[config.mk]
export PLATFORM = sky130hd
export DESIGN_NAME = chunked_seq_adder
export DESIGN_NICKNAME = d
export VERILOG_FILES = /design/src/rtl/chunked_seq_adder.sv
export SDC_FILE = /design/constraint.sdc
export NUM_CORES = 1
export LEC_CHECK = 0
export CAP_MARGIN = 10
export CELL_PAD_IN_SITES_DETAIL_PLACEMENT = 1
export CELL_PAD_IN_SITES_GLOBAL_PLACEMENT = 1
export CORE_UTILIZATION = 38
export CTS_CLUSTER_DIAMETER = 120
export DETAILED_ROUTE_END_ITERATION = 16
export PLACE_DENSITY = 0.77
export RECOVER_POWER = 50
export SKIP_CTS_REPAIR_TIMING = 1
export SYNTH_ARGS = -nofsm -noshare
export SYNTH_HDL_FRONTEND = slang
export SYNTH_SLANG_ARGS = --single-unit
[constraint.sdc]
create_clock -name clk -period 2.6 [get_ports clk]
set_input_delay 0.52 -clock clk [delete_from_list [all_inputs] [get_ports clk]]
set_output_delay 0.52 -clock clk [all_outputs]
set_load 0.01 [all_outputs]
[src/rtl/chunked_seq_adder.sv]
// Multi-cycle adder/subtractor: adds CHUNK bits per clock, LS chunk first,
// with the inter-chunk carry held in a register. Valid/ready on both sides.
module chunked_seq_adder #(
  parameter int WIDTH = 16,
  parameter int CHUNK = 4
) (
  input  logic             clk,
  input  logic             rst_n,
  input  logic             in_valid,
  output logic             in_ready,
  input  logic [WIDTH-1:0] in1,
  input  logic [WIDTH-1:0] in2,
  input  logic             cin,
  input  logic             sub,
  output logic             out_valid,
  input  logic             out_ready,
  output logic [WIDTH-1:0] sum,
  output logic             cout,
  output logic             ovf
);

  localparam int NCHUNK = WIDTH / CHUNK;
  localparam int KW     = (NCHUNK > 1) ? $clog2(NCHUNK) : 1;

  localparam logic [1:0] S_IDLE = 2'd0;
  localparam logic [1:0] S_CALC = 2'd1;
  localparam logic [1:0] S_DONE = 2'd2;

  logic [1:0]       state_reg, state_next;
  logic [KW-1:0]    k_reg;
  logic [WIDTH-1:0] a_reg, b_reg;
  logic             carry_reg;
  logic             in_ready_reg, out_valid_reg;
  logic             cout_reg, ovf_reg;

  logic             accept;
  logic             last_chunk;
  logic [CHUNK-1:0] a_ch, b_ch, s_ch;
  logic             c_ch;
  logic             msb_cin;

  // Operands are shifted down as they are consumed, so the active chunk is
  // always the bottom CHUNK bits and no wide index mux is needed.
  assign a_ch = a_reg[CHUNK-1:0];
  assign b_ch = b_reg[CHUNK-1:0];
  assign {c_ch, s_ch} = {1'b0, a_ch} + {1'b0, b_ch} + {{CHUNK{1'b0}}, carry_reg};

  // Carry into the result MSB, recovered from the MSB's own sum bit.
  assign msb_cin    = a_ch[CHUNK-1] ^ b_ch[CHUNK-1] ^ s_ch[CHUNK-1];
  assign last_chunk = (k_reg == KW'(NCHUNK - 1));
  assign accept     = in_valid & in_ready_reg;

  always_comb begin
    state_next = state_reg;
    case (state_reg)
      S_IDLE:  if (accept)     state_next = S_CALC;
      S_CALC:  if (last_chunk) state_next = S_DONE;
      S_DONE:  if (out_ready)  state_next = S_IDLE;
      default:                 state_next = S_IDLE;
    endcase
  end

  always_ff @(posedge clk or negedge rst_n) begin
    if (!rst_n) begin
      state_reg     <= S_IDLE;
      k_reg         <= '0;
      a_reg         <= '0;
      b_reg         <= '0;
      carry_reg     <= 1'b0;
      in_ready_reg  <= 1'b0;
      out_valid_reg <= 1'b0;
      cout_reg      <= 1'b0;
      ovf_reg       <= 1'b0;
    end else begin
      state_reg     <= state_next;
      in_ready_reg  <= (state_next == S_IDLE);
      out_valid_reg <= (state_next == S_DONE);
      if (accept) begin
        a_reg     <= in1;
        b_reg     <= sub ? ~in2 : in2;
        carry_reg <= sub | cin;
        k_reg     <= '0;
      end else if (state_reg == S_CALC) begin
        a_reg     <= a_reg >> CHUNK;
        b_reg     <= b_reg >> CHUNK;
        carry_reg <= c_ch;
        if (!last_chunk) begin
          k_reg <= k_reg + KW'(1);
        end else begin
          cout_reg <= c_ch;
          ovf_reg  <= msb_cin ^ c_ch;
        end
      end
    end
  end

  // One register per result chunk; each is written only on its own cycle so
  // untouched chunks keep their previous value.
  for (genvar gi = 0; gi < NCHUNK; gi++) begin : g_part
    logic [CHUNK-1:0] part_reg;

    always_ff @(posedge clk or negedge rst_n) begin
      if (!rst_n) begin
        part_reg <= '0;
      end else if ((state_reg == S_CALC) && (k_reg == KW'(gi))) begin
        part_reg <= s_ch;
      end
    end

    assign sum[gi*CHUNK +: CHUNK] = part_reg;
  end

  assign in_ready  = in_ready_reg;
  assign out_valid = out_valid_reg;
  assign cout      = cout_reg;
  assign ovf       = ovf_reg;

endmodule
==> results of run 1 <==
placed cells by master, fill, tap and decap left out, types with 2 or more instances in the layout:
cell type	synthesis	routed
o21ai_1	18	17
clkdlybuf4s50_1	0	56
clkinv_2	0	4
clkbuf_1	5	4
mux2_1	2	2
nand2_1	75	75
o21ai_0	6	7
buf_4	2	3
dfrtp_1	57	57
fa_1	2	2
nor2_1	33	33
inv_1	7	7
clkbuf_2	0	3
nand2b_1	2	2
nand2_2	3	3
ha_1	7	7
xnor2_1	6	6
a31oi_1	24	24
a22o_1	4	4
xor2_1	14	14
clkbuf_8	0	9
a21oi_1	3	3
per-stage QoR:
stage / utilization (%) / power, mW
floorplan: - / 2.91
global placement: 49.1 / 3.57
detailed placement: 49.1 / 3.68
CTS: 51.4 / 4.39
global route: 50.9 / 4.65
finish: 50.9 / 4.28
critical path, delay by kind of cell (launching register included):
family,cells,cell delay (ns)
adder cells (fa/ha/maj),2,0.87
flip-flops,1,0.34
multiplexers,1,0.30
AO/OA/AOI/OAI,1,0.29
AND/OR/NAND/NOR,1,0.17
XOR/XNOR,1,0.11
buffers and inverters,1,0.06
power groups by stage:
stage	registers, mW	logic [mW]	clock network, mW
2_1_floorplan	1.58	1.33	0
3_3_place_gp	1.55	2.02	0
3_5_place_dp	1.58	2.10	0
4_1_cts	1.57	2.12	0.703
5_1_grt	1.61	2.30	0.733
6_report	1.56	2.05	0.676
layout make-up:
type	count	area, sq um
Fill cell	802	3340
Sequential cell	57	1430
Multi-Input combinational cell	205	1130
Timing Repair Buffer	63	602
Clock buffer	12	135
Tap cell	96	120
Inverter	7	26.3
Clock inverter	4	20.0
routing by layer:
metal	part of all wire (%)	GRT usage (%)	up-vias
li1	-	-	1052
met1	46	23.5	1023
met2	48	30.8	49
met3	3.2	4.62	14
met4	2.7	10.0	0
met5	0	0	-
path summary, 6_finish.rpt:
path,startpoint,end,slack [ns]
min in group asynchronous,rst_n,g_part[0].part_reg[1]$_DFFE_PN0P_,0.53
worst max-delay path,a_reg[0]$_DFFE_PN0P_,ovf$_DFFE_PN0P_,0.35
worst min-delay path,g_part[0].part_reg[3]$_DFFE_PN0P_,g_part[0].part_reg[3]$_DFFE_PN0P_,0.48
max in group asynchronous,rst_n,a_reg[13]$_DFFE_PN0P_,0.58
worst max register to register,a_reg[0]$_DFFE_PN0P_,ovf$_DFFE_PN0P_,0.35
worst min register to register,g_part[0].part_reg[3]$_DFFE_PN0P_,g_part[0].part_reg[3]$_DFFE_PN0P_,0.48
cells by family after synthesis:
logic type	Yosys count
buffers and inverters	22
muxes	3
adders and majority gates	9
and+or+nand+nor	117
xor gates and xnor gates	20
AOI/OAI and AO/OA	56
DFF	57
==> run_results.csv, run 1 <==
group,metric,value,unit
logic_synthesis,yosys_warnings,0,
logic_synthesis,synth_fa_ha_area_share,4.78,%
logic_synthesis,synth-xor-area-share,6.57,%
logic_synthesis,synthFlopType,"dfrtp_1",
route,drt_drc_violations_left,0,
finish,fin_area,3460,sq um
timing,setup_viol,0,
worst_setup_path,path_cells,"inv_1 -> fa_1 -> fa_1 -> nand2b_1 -> a21oi_1 -> xor2_1 -> mux2_1",
run_status,violations,"capacitance limit",
logic_synthesis,synth_cell_types,26,
clock_tree,cts_buffer_depth,2,
timing,min_period_over_period,86.7,%
pwr,power.density,1240,nW/um^2
die,fp.dieH,85.8,um
worst_setup_path,worstPathArrival,2.47,ns
logic_synthesis,synth-simple-area-share,17.4,%
die,coreArea,6790,sq um
route,avgRoutedWirePerCell,14.0,um
logic_synthesis,yosysMostFrequentCell,"nand2_1",
global_route,grt_pass1_vias,2202,
worst_setup_path,cpPeakStageDelay,0.45,ns
timing,tightest_slew,1.49,ns
logic_synthesis,synth_compound_area_share,12.3,%
placement,dp_slack,0.406,ns
logic_synthesis,netlist_top_cells_count,"75 x nand2_1, 57 x dfrtp_1, 33 x nor2_1",
global_route,grt_pass1_wl,10500,um
timing,slew_violations,0,
worst_setup_path,startpoint_type,"register",
timing,rsz0062_at_grt,"no",
route,num_vias,2138,
hold_path,whs_path_depth,2,
die,start_util,39.3,%
placement,place_area,3340,sq um
logic_synthesis,synth_top_area_share,53.5,%
route,ant_nets,0,
finish,diodes,0,
clock_tree,clkTransAtPathRegs,0.06,ns
finish,drive_gt1_share,6.90,%
finish,syn_to_final_growth,29.6,%
global_route,grt_max_degree,55,
pwr,power_frac_seq,36.5,%
finish,layout.nets,390,
clock_tree,clk_latency,0.34,ns
logic_synthesis,syn_nets,331,
worst_setup_path,cp_max_fo,3,
route,via_per_inst,4.82,
worst_setup_path,worst_path_max_delay_cell,"fa_1",
logic_synthesis,synthTopCellsByArea,"dfrtp_1 53%, nand2_1 11%, a31oi_1 5.6%, nor2_1 4.6%, xor2_1 4.6%",
global_route,grt_usage,19.0,%
logic_synthesis,synth.avg_cell_area,9.39,sq um
flow_run,drv_cap,1,
finish,final_cells,444,
placement,place.gp.congestion,0.746,
die,row_count,30,
pwr,p_comb_share,47.8,%
timing,worst_slack,0.345,ns
logic_synthesis,ys_async_sr_fraction,100,%
logic_synthesis,ys_seq_area_share,53.5,%
logic_synthesis,muxShareOfSynthArea,1.27,%
clock_tree,cts-root-buf,"clkbuf_8",
die,die_area,7360,sq um
logic_synthesis,synth_top_family_by_area,"simple AND/OR/NAND/NOR gates",
logic_synthesis,ys_ff_latch,57,
pwr,p_leak,1.55,nW
placement,port_buffers,57,
route,dr.first_iter.drc_count,93,
worst_setup_path,cp_common_cell,"fa_1",
logic_synthesis,yosys.area.top_type,"dfrtp_1",
logic_synthesis,syn_inst,284,
run_status,status,"finished, violations left",
timing,max_freq,0.443,GHz
global_route,antenna_found_initial,0,
logic_synthesis,synth_area,2670,sq um
worst_setup_path,end_kind,"register",
timing,post-route-min-period,2.25,ns
route,wirelength,6200,um
clock_tree,numCtsBuffers,9,
clock_tree,cts.sinks,57,
logic_synthesis,synth_enable_flop_cells,0,
worst_setup_path,critical_path_required,2.82,ns
worst_setup_path,critical_path_class,"reg2reg",
timing,hold_slack,0.480,ns
pwr,switching_share,40.9,%
timing,slew_headroom,0.609,%
die,die-width,85.8,um
clock_tree,htree_levels,3,
hold_path,min_path_type,"reg2reg",
pwr,clkPwrFrac,15.8,%
pwr,p_switching,1.75,mW
placement,dpl.hpwl,4450,um
timing,finalSetupTns,0,ns
clock_tree,cts_tree,"built",
placement,dp_cells,428,
route,firstDrtPassIters,4,
pwr,vdd_drop_max,0.421,mV
die,ios,58,
worst_setup_path,reg2reg_depth,7,
global_route,gr-total-overflow,0,
timing,hold_viol,0,
pwr,p_int,2.53,mW
timing,worst_clock_skew,0.00639,ns
(Power assumes the default switching activity.)
==> run 2, diff against run 1 <==
CAP_MARGIN = unset   (was 10)
==> results of run 2 <==
The final DEF is identical to that of run 1; final timing and power are the same.
